`src/rtl/zero_pkg.sv`:
```
// zero_pkg: shared word type and width helpers for the zero VM and its channels
package zero_pkg;
  localparam int MemoryElementWidth = 12;
  typedef logic [MemoryElementWidth-1:0] word_t;
  function automatic int ptr_w(input int n);
    return (n > 1) ? $clog2(n) : 1;
  endfunction
endpackage

```
`src/rtl/in_channel_mem.sv`:
```
// in_channel_mem: NIn-word register array with one write port and a registered read port
module in_channel_mem
  import zero_pkg::*;
#(
  parameter int W  = MemoryElementWidth,
  parameter int N  = 2,
  parameter int AW = ptr_w(N)
) (
  input  logic          clock,
  input  logic          reset,
  input  logic          we,
  input  logic [AW-1:0] wa,
  input  logic [W-1:0]  wd,
  input  logic          re,
  input  logic [AW-1:0] ra,
  output logic [W-1:0]  rd
);
  logic [W-1:0] mem [N];
  // storage is deliberately not reset; contents are don't-care until written
  always_ff @(posedge clock)
    if (we) mem[wa] <= wd;
  // read register holds its value unless a word is popped
  always_ff @(posedge clock or negedge reset)
    if (!reset) rd <= '0;
    else if (re) rd <= mem[ra];
endmodule

```
`src/rtl/in_channel.sv`:
```
// in_channel: input FIFO feeding the VM in/inSize instructions with a loader handshake
module in_channel
  import zero_pkg::*;
#(
  parameter int MemoryElementWidth = zero_pkg::MemoryElementWidth,
  parameter int NIn = 2
) (
  input  logic                          clock,
  input  logic                          reset,
  input  logic                          flush,
  input  logic                          load_valid,
  input  logic [MemoryElementWidth-1:0] load_data,
  output logic                          load_ready,
  input  logic                          in_req,
  output logic                          in_ack,
  output logic                          in_ok,
  output logic [MemoryElementWidth-1:0] in_data,
  output logic [MemoryElementWidth-1:0] in_size,
  output logic [MemoryElementWidth-1:0] in_pos,
  output logic                          underflow
);
  localparam int PW = ptr_w(NIn);
  localparam int CW = $clog2(NIn + 1);
  logic [CW-1:0] count;
  logic [PW-1:0] wr, rd;
  logic push, pop;
  assign load_ready = count < CW'(NIn);
  assign push = load_valid && load_ready && !flush;
  assign pop = in_req && (count != '0) && !flush;
  assign in_size = MemoryElementWidth'(count);
  // pointer/count/flag state; flush overrides any coincident push or pop
  always_ff @(posedge clock or negedge reset)
    if (!reset) begin
      count <= '0;
      wr <= '0;
      rd <= '0;
      in_pos <= '0;
      in_ack <= 1'b0;
      in_ok <= 1'b0;
      underflow <= 1'b0;
    end else if (flush) begin
      count <= '0;
      wr <= '0;
      rd <= '0;
      in_pos <= '0;
      in_ack <= 1'b0;
      in_ok <= 1'b0;
    end else begin
      in_ack <= in_req;
      in_ok <= pop;
      if (in_req && count == '0) underflow <= 1'b1;
      if (push) wr <= (wr == PW'(NIn - 1)) ? '0 : wr + 1'b1;
      if (pop) rd <= (rd == PW'(NIn - 1)) ? '0 : rd + 1'b1;
      if (pop) in_pos <= in_pos + 1'b1;
      count <= (push && !pop) ? count + 1'b1 : (pop && !push) ? count - 1'b1 : count;
    end
  in_channel_mem #(.W(MemoryElementWidth), .N(NIn), .AW(PW)) u_mem (
    .clock(clock),
    .reset(reset),
    .we(push),
    .wa(wr),
    .wd(load_data),
    .re(pop),
    .ra(rd),
    .rd(in_data)
  );
endmodule

```
`config.mk`:
```
export PLATFORM = sky130hd
export DESIGN_NAME = in_channel
export DESIGN_NICKNAME = d
export VERILOG_FILES = /design/src/rtl/zero_pkg.sv /design/src/rtl/in_channel_mem.sv /design/src/rtl/in_channel.sv
export SDC_FILE = /design/constraint.sdc
export NUM_CORES = 1
export LEC_CHECK = 0
export BUFFER_PORTS_ARGS = -buffer_cell sky130_fd_sc_hd__buf_2
export CAP_MARGIN = 20
export CORE_MARGIN = 2
export CORE_UTILIZATION = 47
export CTS_CLUSTER_DIAMETER = 50
export CTS_CLUSTER_SIZE = 12
export DETAILED_ROUTE_END_ITERATION = 7
export GPL_TIMING_DRIVEN = 0
export HOLD_SLACK_MARGIN = 0.03
export PLACE_DENSITY = 0.84
export SETUP_SLACK_MARGIN = 0.15
export SLEW_MARGIN = 25
export SYNTH_ARGS = -nofsm -noshare
export SYNTH_HDL_FRONTEND = slang
export SYNTH_SLANG_ARGS = --single-unit
```
`constraint.sdc`:
```
create_clock -name clock -period 2.1 [get_ports clock]
set_clock_uncertainty 0.05 [all_clocks]
set_input_delay 0.105 -clock clock [delete_from_list [all_inputs] [get_ports clock]]
set_output_delay 0.105 -clock clock [all_outputs]
set_load 0.02 [all_outputs]
```
==> results.json, run 1 <==
{
  "fin_ws_ns": 0.324,
  "ant_nets": 0,
  "yosysTopAreaCell": "dfrtp_1",
  "clock_path_buffers": 2,
  "finalSetupViolCount": 0,
  "hold_viol": 0,
  "finalCritPeriodShare": 0.846,
  "floorplan.initialDensity": 0.488,
  "ys_ff_latch": 55,
  "cp_num_cells": 4,
  "ys_seq_area_frac": 0.650,
  "grt_pass1_vias": 1555,
  "clock_latency_ns": 0.30,
  "power.leakage_nw": 1.26,
  "status": "completed",
  "wl_met3_um": 157,
  "rr_worst_depth": 3,
  "antenna_cells": 0,
  "highest_layer": "met4",
  "crit_start": "flush",
  "hp-class": "in -> reg",
  "rrSetupSlack_ns": 0.34,
  "cp_max_fo": 12,
  "ys_types": 33,
  "start_kind": "input port",
  "most-common-layout-cells": "46 x buf_2, 31 x dfrtp_1, 24 x edfxtp_1",
  "m1WireLength_um": 1660,
  "slew_viol_final": 0,
  "max_slew_margin": 0.534,
  "synth_area_um2": 2300,
  "ir_worst_vdd_mv": 0.262,
  "routed_via_density": 4.94,
  "tightest_slew_ns": 0.699,
  "hpwl_um": 2830,
  "critPathBufInv": 3,
  "grt_max_degree": 32,
  "worst-endpoint-arrival_ns": 1.67,
  "max_freq_ghz": 0.563,
  "rr_endpoint": "u_mem.rd[0]",
  "nNetsFinal": 259,
  "final_util": 0.622,
  "drt_wl_total_um": 4240,
  "pre_cts_ws_ns": 0.0236,
  "coreArea_um2": 4720,
  "path_clk_slew_ns": 0.09,
  "cp_slowest_stage_delay_ns": 0.63,
  "rsz0062_at_grt": "false",
  "drt_iter0_drc": 89,
  "holdPathStages": 2,
  "yosysWarningCount": 0,
  "area_delta_synth_final_pct": 27.5,
  "cts_tree": "built",
  "path_class": "in -> reg",
  "cts_sinks": 55,
  "synth_cells": 163,
  "fin_crit_ns": 1.78,
  "io_buffers": 46,
  "gp_congestion": 0.757,
  "track_usage": 0.173,
  "io_pins": 57,
  "worstPathCellList": "dlygate4sd3_1 -> buf_2 -> clkbuf_1 -> nor3_4",
  "endpoint": "u_mem.mem[0][4]",
  "route.vias.total": 1526,
  "cpLargestDelayFamily": "buffers and inverters",
  "cts-root-buf": "clkbuf_8",
  "r2r_start": "rd",
  "antenna_found_initial": 0,
  "cts.htree.levels": 2,
  "final_common_cell": "buf_2",
  "synth.top_cell.area_share": 0.337,
  "drive_gt1_frac": 0.368,
  "cts_buffers": 5,
  "rows": 25,
  "cap_violations": 0,
  "wl_met2_um": 2260,
  "firstDrtPassIters": 4,
  "yosys-top-cells-area": "dfrtp_1 34%, edfxtp_1 31%, mux2_2 9.8%",
  "wire_per_inst_um": 13.7,
  "power.density_nw_per_um2": 768,
  "cpMaxStageDelayCell": "nor3_4",
  "endpoint_kind": "register",
  "required_ns": 2.00,
  "dieWidth_um": 74.0,
  "dieArea_um2": 5480,
  "grt_pass1_wl_um": 7020,
  "avgSynthCellArea_um2": 14.1,
  "fin_tns_setup_ns": 0,
  "overflow": 0,
  "dieHeight_um": 74.0,
  "drc": 0
}
-- power breakdown --
part / total, mW / leakage (nW) / switching (mW) / internal, mW
Combinational: 0.411 / 0.594 / 0.232 / 0.179
Sequential: 1.27 / 0.619 / 0.0485 / 1.22
Clock: 0.572 / 0.0477 / 0.331 / 0.241
-- layout make-up --
type / instances / area, um2
well taps: 67 / 83.8
repair buffers: 62 / 400
fillers: 369 / 1790
clock inverters: 3 / 23.8
inverters: 3 / 11.3
plain buffers: 15 / 105
clock buffers: 5 / 68.8
flip-flops and latches: 55 / 1500
multi-input cells: 99 / 747
-- Yosys cell counts --
library cell / number
dfrtp_1: 31
edfxtp_1: 24
mux2_2: 20
buf_4: 11
a21oi_1: 9
nor2_1: 8
mux2_1: 7
nor2b_1: 5
o21ai_0: 4
o31ai_1: 4
or4_1: 4
xor2_1: 4
inv_1: 3
nand2_1: 3
nand3_1: 3
or3_1: 3
clkbuf_1: 2
nand4_1: 2
nor4_1: 2
a21o_1: 1
and2b_1: 1
buf_1: 1
buf_6: 1
conb_1: 1
ha_1: 1
mux2i_1: 1
nand2b_1: 1
nor3_1: 1
nor3b_1: 1
o2111ai_2: 1
o211ai_1: 1
o21ai_1: 1
or2b_1: 1
-- metrics by stage --
step	power (mW)	cells	area [um2]	hold slack [ns]
after floorplan	1.54	172	2350	-0.241
after global routing	2.35	309	2940	0.0959
after CTS	2.27	308	2920	0.0852
final	2.25	309	2940	0.0878
after detailed placement	1.68	285	2660	0.149
after global placement	1.67	285	2660	0.146
-- worst min-delay path by stage --
stage               startpoint        end  slack [ns]
finish                  in_req     in_ack        0.09
global route            in_req     in_ack         0.1
CTS                     in_req     in_ack        0.09
detailed placement       reset  in_pos[6]        0.15
global placement         reset  in_pos[6]        0.15
floorplan                reset   count[0]       -0.24
-- worst reg2reg max path: stages, from the launching register on --
cell and delay, ns:
dfrtp_1 0.42, buf_1 0.49, mux2_2 0.41, mux2_1 0.29
-- per-layer routing --
| metal | vias up | track usage |
|---|---|---|
| met5 | - | 0 |
| met4 | 0 | 0.105 |
| met3 | 15 | 0.0339 |
| met2 | 42 | 0.294 |
| met1 | 741 | 0.203 |
| li1 | 728 | - |
-- repair_timing --
action,CTS,global route
endpoints found under the hold margin,57,0
hold buffers,15,0
endpoints found under the setup margin,24,12
gates resized for setup,2,0
pin swaps,0,1
gates cloned,0,0
buffers inserted,0,1
-- registers in the layout (all words and copies together) (netlist names) --
signal	cells
u_mem.mem	24
in_pos	12
u_mem.rd	12
count	2
in_ack	1
in_ok	1
rd	1
underflow	1
wr	1
-- kinds of logic after synthesis --
family	Yosys count	synth area share
DFF	55	0.650
and+or+nand+nor	35	0.0847
muxes	28	0.136
AOI/OAI and AO/OA	21	0.0565
buffers and inverters	18	0.0505
xor gates and xnor gates	4	0.0152
adders and majority gates	1	0.00543
other	1	0.00163
Note: power is estimated with default switching activity, not from simulation.
==> run 2: changes to the inputs <==
--- a/config.mk
+++ b/config.mk
@@ -8,13 +8,13 @@
 export BUFFER_PORTS_ARGS = -buffer_cell sky130_fd_sc_hd__buf_2
 export CAP_MARGIN = 20
 export CORE_MARGIN = 2
-export CORE_UTILIZATION = 47
+export CORE_UTILIZATION = 52
 export CTS_CLUSTER_DIAMETER = 50
 export CTS_CLUSTER_SIZE = 12
 export DETAILED_ROUTE_END_ITERATION = 7
 export GPL_TIMING_DRIVEN = 0
 export HOLD_SLACK_MARGIN = 0.03
-export PLACE_DENSITY = 0.84
+export PLACE_DENSITY = 0.87
 export SETUP_SLACK_MARGIN = 0.15
 export SLEW_MARGIN = 25
 export SYNTH_ARGS = -nofsm -noshare
==> constraint.sdc (replaced) <==
create_clock -name clock -period 1.82 [get_ports clock]
set_clock_uncertainty 0.05 [all_clocks]
set_input_delay 0.091 -clock clock [delete_from_list [all_inputs] [get_ports clock]]
set_output_delay 0.091 -clock clock [all_outputs]
set_load 0.02 [all_outputs]
==> run 2 against run 1 <==
Global-route usage up 2.4 points. Sequential share of layout area fell by 1.0 points. Clock-buffer cell count is the same. Design area grew 2.3%. Combinational power increased by 21%. Die area is 9.1% lower. Non-clock buffer count up 5. Worst hold slack better by 0.0086 ns.
==> results.json, run 2 (synthesized netlist as in run 1, its figures left out) <==
{
  "cpMaxStageDelayCell": "dfrtp_1",
  "max_slew_margin": 0.523,
  "cts.htree.levels": 2,
  "cts_sinks": 55,
  "io_buffers": 46,
  "p_sw_frac": 0.261,
  "p_int_mw": 2.03,
  "stdcell_area_um2": 3000,
  "drc": 0,
  "start_kind": "register",
  "area_delta_synth_final_pct": 30.4,
  "grt_max_degree": 32,
  "hpwl_um": 2920,
  "worst-endpoint-arrival_ns": 1.76,
  "antenna_found_initial": 0,
  "final_util": 0.694,
  "clockPowerShare": 0.284,
  "wire_per_inst_um": 15.9,
  "dieHeight_um": 70.6,
  "dpl-instance-area_um2": 2660,
  "grt_pass1_wl_um": 7560,
  "worstPathCellList": "nand4_1 -> nor4_1 -> mux2_1",
  "cp_slowest_stage_delay_ns": 0.46,
  "track_usage": 0.197,
  "rows": 24,
  "hp-class": "in -> reg",
  "cap_violations": 0,
  "endpoint_kind": "register",
  "power.density_nw_per_um2": 915,
  "gr-usage-met3": 0.0313,
  "floorplan.initialDensity": 0.533,
  "overflow": 0,
  "routed_via_density": 5.28,
  "antenna_cells": 0,
  "finalSetupViolCount": 0,
  "largestRegisters": "u_mem.mem: 24 flops, in_pos: 12 flops, u_mem.rd: 12 flops",
  "top_register": "u_mem.mem",
  "max_freq_ghz": 0.616,
  "tightest_slew_ns": 0.716,
  "multiInputGateArea_um2": 764,
  "most-common-layout-cells": "47 x buf_2, 29 x dfrtp_1, 24 x edfxtp_1",
  "power.leakage_nw": 1.29,
  "cts_tree": "built",
  "fill_cells": 302,
  "fin_crit_ns": 1.62,
  "grtUsageMet1": 0.253,
  "gp_congestion": 0.802,
  "p_sw_uw": 717,
  "rsz0062_at_grt": "true",
  "cp_max_fo": 7,
  "coreArea_um2": 4320,
  "path_clk_slew_ns": 0.10,
  "dieArea_um2": 4980,
  "nNetsFinal": 264,
  "fin_tns_setup_ns": 0,
  "comb_power_share": 0.181,
  "ir_worst_vdd_mv": 0.416,
  "required_ns": 1.96,
  "slew_viol_final": 0,
  "ant_nets": 0,
  "firstDrtPassIters": 4,
  "cts_buffers": 5,
  "route.vias.total": 1572,
  "drt_wl_total_um": 4740,
  "ff_latch_area_um2": 1500,
  "io_pins": 57,
  "path_class": "reg -> reg",
  "dieWidth_um": 70.6,
  "hold_viol": 0,
  "final_common_cell": "buf_2",
  "cts-root-buf": "clkbuf_8",
  "grt_use_met2": 0.345,
  "drive_gt1_frac": 0.407,
  "p_seq_frac": 0.535,
  "largest_reg_flops": 24,
  "clock_latency_ns": 0.31,
  "drt_iter0_drc": 105,
  "finalCritPeriodShare": 0.891,
  "grt-busiest-layer": "met2",
  "clock_path_buffers": 2,
  "status": "completed",
  "grt_pass1_vias": 1530
}
-- run 2: worst paths after layout --
path	slack [ns]	startpoint	to	depth (start not counted)
setup / recovery	0.20	in_pos[3]	in_pos[11]	3
hold / removal	0.1	in_req	in_ack	2
setup reg to reg	0.20	in_pos[3]	in_pos[11]	3
hold reg to reg	0.42	underflow	underflow	1
max in group asynchronous	0.90	reset	count[0]	2
min in group asynchronous	0.32	reset	in_pos[11]	2
-- run 2: power groups by stage --
stage,clock [mW],sequential [mW],combinational (mW)
after floorplan,0,1.60,0.182
after global placement,0,1.48,0.443
after detailed placement,0,1.50,0.457
after CTS,0.786,1.47,0.495
after global routing,0.836,1.48,0.531
final,0.779,1.47,0.498
-- run 2: layer usage --
metal | part of all wire | vias to the layer above
met5 | 0 | -
met4 | 0.015 | 0
met3 | 0.033 | 6
met2 | 0.53 | 43
met1 | 0.42 | 780
li1 | - | 743
-- run 2: through the flow --
step	setup WS, ns	total power [mW]	hold slack [ns]	cells
finish	0.198	2.75	0.0963	298
global route	0.134	2.85	0.0825	298
CTS	0.156	2.75	0.0781	294
detailed placement	-0.00448	1.95	0.147	270
global placement	-0.0121	1.93	0.142	270
floorplan	0.134	1.78	-0.255	172
-- run 2: area by class of cell --
cell class	instances	area share
clock inverter	2	0.0125
clock buffer	5	0.0229
tap	52	0.0217
timing repair buffer	67	0.150
multi-input combinational	99	0.255
inverter	3	0.00375
sequential	55	0.499
buffer	15	0.0354
-- run 2: worst max-delay path, delay by kind of cell (launching register included) --
family        cells  cell delay, ns
flops             1            0.46
mux               1            0.35
simple gates      2            0.65
-- run 2: timing repair --
item                                   in CTS  in global routing
hold buffers                               15                  0
pin swaps                                   2                  1
setup buffers                               2                  4
endpoints found under the hold margin      57                  0
setup endpoints to repair                  36                 14
resized for setup                           3                  4
